===== config.mk =====
export PLATFORM = sky130hd
export DESIGN_NAME = seq_shift_unit
export DESIGN_NICKNAME = d
export VERILOG_FILES = /design/src/rtl/shift_pkg.sv /design/src/rtl/shift_step.sv /design/src/rtl/seq_shift_unit.sv
export SDC_FILE = /design/constraint.sdc
export NUM_CORES = 1
export LEC_CHECK = 0
export ABC_CLOCK_PERIOD_IN_PS = 4700
export BUFFER_PORTS_ARGS = -buffer_cell sky130_fd_sc_hd__buf_4
export CAP_MARGIN = 15
export CORE_MARGIN = 2
export CORE_UTILIZATION = 59
export CTS_CLUSTER_SIZE = 30
export DETAILED_ROUTE_END_ITERATION = 16
export PLACE_DENSITY_LB_ADDON = 0.3
export REMOVE_ABC_BUFFERS = 1
export SYNTH_ARGS = -nofsm -noshare
export SYNTH_HDL_FRONTEND = slang
export SYNTH_HIERARCHICAL = 1
export SYNTH_SLANG_ARGS = --single-unit

===== constraint.sdc =====
create_clock -name Clk -period 4.7 [get_ports Clk]
set_input_delay 0.235 -clock Clk [delete_from_list [all_inputs] [get_ports Clk]]
set_output_delay 0.235 -clock Clk [all_outputs]
set_load 0.02 [all_outputs]

===== src/rtl/shift_pkg.sv =====
// Shared encodings for the iterative shift unit: operation codes, FSM states
// and the set of supported per-clock shift widths.
package shift_pkg;

    typedef enum logic [1:0] {
        SHOP_SLL  = 2'b00,
        SHOP_SRL  = 2'b01,
        SHOP_SRA  = 2'b10,
        SHOP_PASS = 2'b11
    } shop_e;

    typedef enum logic [1:0] {
        ST_IDLE  = 2'd0,
        ST_SHIFT = 2'd1,
        ST_DONE  = 2'd2
    } state_e;

    localparam int DATA_W = 32;
    localparam int SHAMT_W = 5;

    function automatic bit step_is_legal(input int step);
        return (step == 1) || (step == 2) || (step == 4) || (step == 8);
    endfunction

endpackage


===== src/rtl/shift_step.sv =====
// Combinational single-step shifter: moves a 32-bit value by k (0..STEP)
// positions. Only constant shifts up to STEP are built, never a full barrel.
module shift_step
    import shift_pkg::*;
#(
    parameter int STEP = 1
) (
    input  shop_e       i_op,
    input  logic [31:0] i_value,
    input  logic [4:0]  i_k,
    output logic [31:0] o_value
);

    always_comb begin
        o_value = i_value;
        for (int j = 1; j <= STEP; j++) begin
            if (i_k == 5'(j)) begin
                case (i_op)
                    SHOP_SLL: o_value = i_value << j;
                    SHOP_SRL: o_value = i_value >> j;
                    SHOP_SRA: o_value = 32'($signed(i_value) >>> j);
                    default:  o_value = i_value;
                endcase
            end
        end
    end

endmodule


===== src/rtl/seq_shift_unit.sv =====
// Multi-cycle SLL/SRL/SRA unit for the EX stage. Shifts up to STEP positions per
// clock, holds busy to stall the pipeline, and pulses done with the result.
module seq_shift_unit
    import shift_pkg::*;
#(
    parameter int STEP = 1
) (
    input  logic        Clk,
    input  logic        Rst_n,
    input  logic        start,
    input  logic        flush,
    input  logic [1:0]  op,
    input  logic [31:0] data_in,
    input  logic [31:0] shamt_in,
    output logic        busy,
    output logic        done,
    output logic [31:0] result,
    output logic [1:0]  dbg_state
);

    if (!step_is_legal(STEP)) begin : g_step_check
        $error("seq_shift_unit: STEP must be 1, 2, 4 or 8");
    end

    localparam logic [4:0] STEP_K = 5'(STEP);

    state_e      r_state;
    shop_e       r_op;
    logic [31:0] r_work;
    logic [4:0]  r_remaining;
    logic [31:0] r_result;

    logic [4:0]  w_k;
    logic [4:0]  w_rem_next;
    logic [31:0] w_shifted;
    logic [4:0]  w_shamt;
    logic        w_unused_shamt;

    // Only the low five bits of the extended shift amount carry information.
    assign w_shamt        = shamt_in[4:0];
    assign w_unused_shamt = ^shamt_in[31:5];

    assign w_k        = (r_remaining < STEP_K) ? r_remaining : STEP_K;
    assign w_rem_next = r_remaining - w_k;

    shift_step #(.STEP(STEP)) u_step (
        .i_op    (r_op),
        .i_value (r_work),
        .i_k     (w_k),
        .o_value (w_shifted)
    );

    always_ff @(posedge Clk or negedge Rst_n) begin
        if (!Rst_n) begin
            r_state     <= ST_IDLE;
            r_op        <= SHOP_SLL;
            r_work      <= '0;
            r_remaining <= '0;
            r_result    <= '0;
        end else begin
            case (r_state)
                ST_IDLE: begin
                    if (start && !flush) begin
                        r_op        <= shop_e'(op);
                        r_work      <= data_in;
                        r_remaining <= w_shamt;
                        if ((w_shamt != 5'd0) && (shop_e'(op) != SHOP_PASS)) begin
                            r_state <= ST_SHIFT;
                        end else begin
                            r_state  <= ST_DONE;
                            r_result <= data_in;
                        end
                    end
                end
                ST_SHIFT: begin
                    // An aborted op leaves result untouched and never reaches DONE.
                    if (flush) begin
                        r_state <= ST_IDLE;
                    end else begin
                        r_work      <= w_shifted;
                        r_remaining <= w_rem_next;
                        if (w_rem_next == 5'd0) begin
                            r_state  <= ST_DONE;
                            r_result <= w_shifted;
                        end
                    end
                end
                ST_DONE: begin
                    r_state <= ST_IDLE;
                end
                default: begin
                    r_state <= ST_IDLE;
                end
            endcase
        end
    end

    assign busy      = (r_state != ST_IDLE);
    assign done      = (r_state == ST_DONE);
    assign result    = r_result;
    assign dbg_state = r_state;

endmodule


======== Word level (Yosys, flattened, before mapping) ========
Cells that the tools add are included.
cells by class
  $add $sub $neg .......................... 1
  $lt $le $gt $ge ......................... 1
  equality and inequality tests ........... 11
  muxes and demuxes ....................... 19
  reductions and logical operators ........ 13
operators with widths
  operator                                                    count
  2-to-1 mux 32 bit                                           7
  case mux 32 bit (2 select lines)                            2
  case mux 32 bit (3 select lines)                            1
  2-to-1 mux 5 bit                                            3
  != test 2 bit, second input constant                        5
  case mux 5 bit (2 select lines)                             1
  2-to-1 mux 2 bit                                            4
  equality test 5 x 1 -> 1 bit, second input constant         1
  zero test 5 bit                                             1
  less-than comparator 5 x 1 -> 1 bit, second input constant  1
  AND reduction 5 bit                                         1
  nonzero test 5 bit                                          1
  subtractor 5 bit                                            1
  equality test 2 x 1 -> 1 bit, second input constant         2
  equality test 2 bit, second input constant                  2
  zero test 2 bit                                             2
  case mux 2 bit (2 select lines)                             1
  AND reduction 2 bit                                         2
  nonzero test 2 bit                                          2
  != test 3 bit, second input constant                        1
  AND reduction 3 bit                                         1
  logical AND 1 bit                                           2
  zero test 1 bit                                             1
word-level totals
  flip-flop bits (word level) ............. 73
  bits of input ports ..................... 70
  output and inout bits ................... 36
  logic and storage cells ................. 50

======== Logic depth before layout (Yosys ltp) ========
  depth in word-level cells ............... 7
  mapped depth ............................ 10
  mapped depth without buffers ............ 8

======== Hierarchy ========
The synthesis kept the hierarchy.
modules (own cells, without submodules)
  module          times used  cells an instance  area each (um^2)  sequential area each (um^2)
  seq_shift_unit  1           309                3,229.3           1,826.8
  shift_step      1           193                1,317.5           0.0

======== Worst setup path after synthesis ========
No wires, ideal clock.
  path kind ............................... register to register
  start point ............................. reg r_remaining[1]
  end point ............................... reg r_result[7], in the netlist result[7]
  library setup time ...................... 121 ps
  arrival time ............................ 2,062 ps
  data required time ...................... 4,579 ps
  path slack .............................. 2,517 ps
  stages on the path, launching flop included .. 11
  path buffers ............................ 2
  period minus slack after synthesis ...... 2,183 ps
  path through ............................ dfrtp_1 nor4_1 nand2b_1 or4b_1 buf_6 buf_6 o41ai_2 a221o_1 nand2_1 nand3_1 o22a_1
on the way
  word-level cells in the longest chain between the ends .. 7
  elaborated cells on any way between the ends .. 11
  those cells by class .................... add/sub: 1; order compare: 1; eq/ne: 2; mux: 5; reduce/logical: 2
RTL lines
  what                                 RTL line              RTL
  start: declaration                   seq_shift_unit.sv:30  logic [4:0] r_remaining;
  start signal: assignment             seq_shift_unit.sv:66  r_remaining <= w_shamt;
  start signal: assignment             seq_shift_unit.sv:81  r_remaining <= w_rem_next;
  less-than comparator 5 x 1 -> 1 bit  seq_shift_unit.sv:43  assign w_k = (r_remaining < STEP_K) ? r_remaining : STEP_K;
  2-to-1 mux 5 bit                     seq_shift_unit.sv:43
  net w_k[0]                           seq_shift_unit.sv:33  logic [4:0] w_k;
  equality test 5 x 1 -> 1 bit         shift_step.sv:17      if (i_k == 5'(j)) begin
  2-to-1 mux 32 bit                    shift_step.sv:17
  net w_shifted[7]                     seq_shift_unit.sv:35  logic [31:0] w_shifted;
  2-to-1 mux 32 bit                    seq_shift_unit.sv:82  if (w_rem_next == 5'd0) begin
  2-to-1 mux 32 bit                    seq_shift_unit.sv:77  if (flush) begin
  case mux 32 bit (2 select lines)     seq_shift_unit.sv:61  case (r_state)
  end signal: assignment               seq_shift_unit.sv:71  r_result <= data_in;
  end signal: assignment               seq_shift_unit.sv:84  r_result <= w_shifted;
  end: declaration                     seq_shift_unit.sv:31  logic [31:0] r_result;
The timed path passes the listed nets, and every way through them passes these cells. The select of a mux whose other input is x is not followed.
A chain may end at the register's enable or synchronous reset.

======== Final worst setup path ========
  start point ............................. reg r_remaining[1]
  end point ............................... reg r_result[28], in the netlist result[28]
Same word-level chain as after synthesis.

==> reports/qor.yml <==
run_status:
  status: "complete, no violations"
placement:
  gp_congestion: 0.8710
  place_hpwl_um: 6883
  numPortBuffers: 78
  post-place-ws_ns: 1.724
global_route:
  grt_pass1_wl_um: 19120
  grt_max_degree: 74
  grtUsageTotal_pct: 27.57
  overflow: 0
  grt_pass1_vias: 4126
  antenna_found_initial: 0
setup_path:
  path_max_fanout: 20
  rrSetupSlack_ns: 1.51
  arrival_ns: 3.48
  start_kind: "flip-flop"
  path_class: "reg2reg"
  rr_worst_depth: 9
  crit_path_end_kind: "flip-flop"
  r2r-start: "r_remaining[1]"
  r2r_end: "result[28]"
  cp.required_ns: 4.98
floorplan:
  core-area_mm2: 0.007607
  fp.dieW_um: 91.79
  die_area_mm2: 0.008424
  start_util_pct: 59.77
  die_h_um: 91.79
  row_count: 32
  ioPinCount: 106
logic_synthesis:
  yosys_most_used_dff: "dfrtp_1"
  ys_seq_area_share_pct: 40.18
  async_flop_share_pct: 100.0
  synth-edff-count: 0
  yosysWarnings: 6
  netlist.area_leader.share_pct: 40.18
  ys_types: 50
  synthesis.instances: 502
  synth-seq-cells: 73
  synth_top_area_cell: "dfrtp_1"
  yosys-top-cells-area: "dfrtp_1 40%, o22a_1 6.2%, nand2_1 5.9%, o21a_1 5.4%, a221oi_1 4.4%"
  syn_area_per_cell_um2: 9.057
  syn_area_mm2: 0.004547
final_layout:
  drive_gt1_share_pct: 22.14
  num_antenna_cells: 0
  syn_to_final_growth_pct: 17.25
  nNetsFinal: 626
clocking:
  htreeDepth: 3
  cts_made_buffers: 9
  post_cts_resized: 0
  cts-hold-fix-buffers: 0
  cts_buffer_depth: 2
  cts.clk_slew.worst_paths_ns: 0.08
  postCtsSetupRepairBufs: 0
  clk-insertion-delay-late_ns: 0.35
  cts_sinks: 73
  cts_tree: "done"
  cts_root_buffer: "clkbuf_8"
route:
  vias: 4274
  drc: 0
  finalWirelength_um: 11350
  ant_nets: 0
  dr.pass1.iters: 6
  vias_per_cell: 6.456
  drt_iter0_drc: 374
  wl_per_cell_um: 17.15
timing:
  hold_viol: 0
  max_clock_freq_mhz: 313.3
  fin_hold_ws_ns: 0.02122
  finalMaxSlewViolations: 0
  setup_slack_ns: 1.508
  slew_headroom_pct: 38.56
  min_period_ns: 3.192
  tightest_slew_ns: 0.9216
  min_period_over_period_pct: 67.91
  setup-tns-final_ns: 0
  finClkSkew_ns: 0.005437
  rsz0062_at_grt: "no"
  setup_violations: 0
power_and_ir_drop:
  peakVddDrop_mv: 0.3274
  power.density_mw_per_mm2: 541.6
  power_leakage_nw: 2.186
  power_w: 0.002887
min_path:
  min-delay-path-class: "in2async"
run:
  drv_cap: 0
## Yosys cell counts, drive strengths merged (4+ instances only)
| library cell | instances |
|---|---|
| a222oi | 4 |
| a21oi | 28 |
| inv | 7 |
| nor3 | 9 |
| buf | 35 |
| or2 | 4 |
| dfrtp | 73 |
| o41ai | 26 |
| nor2 | 9 |
| clkbuf | 16 |
| nand2 | 72 |
| nand2b | 26 |
| o22a | 32 |
| o21ai | 35 |
| a221oi | 23 |
| mux2i | 6 |
| nand3 | 33 |
| o21a | 33 |
## worst max-delay path, cell delays in order, from the launching register on
cell and delay (ns):
dfrtp_1 0.47, nor4_1 0.64, nand2b_1 0.17, or4b_1 0.61, buf_4 0.38, o41ai_1 0.11
a221oi_1 0.36, nand2_1 0.09, nand3_1 0.14, o22a_1 0.16
## kinds of logic (layout without fill, tap and decap cells)
kind of cell	after synthesis	after routing	synth area share (%)
AO/OA/AOI/OAI	198	198	33.27
adder cells (fa/ha/maj)	1	1	0.2751
buffers and inverters	58	110	6.770
flip-flops	73	73	40.18
multiplexers	8	8	1.816
other	1	7	0.08247
AND/OR/NAND/NOR	163	163	17.61
## sequential cells by signal (all words and copies together), names as in the netlist
name         count
dbg_state        2
result          32
r_work          32
r_remaining      5
r_op             2
## cell type report
cell class / count / area, um2
multi-input cells: 377 / 2445
clock buffers: 11 / 141.4
inverters: 7 / 26.28
repair buffers: 87 / 660.6
clock inverters: 5 / 102.6
fillers: 608 / 2276
well taps: 102 / 127.6
flip-flops and latches: 73 / 1828
## report_power, final
group          internal, W  switching (W)
Sequential        0.000851       0.000215
Combinational     0.000571       0.000642
Clock             0.000367       0.000242
## layer usage
layer  vias to the layer above  track usage, %  wire, um
met2                       173           46.88      5641
li1                       2008               -         -
met1                      2077           35.78      4882
met4                         0           9.080       110
met3                        16           4.930       718
met5                         -               0         0
## how the worst max path moves through the flow
stage	from	to	cells after the start
CTS	r_remaining[1]	result[28]	9
global placement	r_remaining[1]	result[28]	9
floorplan	r_remaining[1]	result[7]	8
detailed placement	r_remaining[1]	result[28]	9
finish	r_remaining[1]	result[28]	9
global route	r_remaining[1]	result[28]	9
## cell usage in the layout (no fill, tap or decap), drive strengths merged
cell type and n:
nor4b 1, or2 4, nor4 2, o41ai 26
nor3b 2, mux2i 6, nor2 9, nor3 9
o221ai 3, clkinvlp 1, conb 7, a31oi 2
nor2b 2, bufinv 3, a21oi 28, buf 87
clkinv 1, a211o 1, nand3 33, o21a 33
or4b 2, nand2b 26, a31o 1, a22o 3
o31ai 1, clkbuf 11, and2 1, o21ba 1
mux2 2, o41a 2, nand2 72, a22oi 2
inv 7, o21ai 35, a222oi 4, o22a 32
a221oi 23, dfrtp 73, a221o 1, ha 1
## through the flow
step	utilization (%)	instance area, um2	cells
final	70.08	5331	662
after global routing	70.08	5331	662
after CTS	69.88	5316	661
after detailed placement	66.68	5072	645
after global placement	66.68	5072	645
after floorplan	-	4288	457
Power figures use the tool's default switching activity.
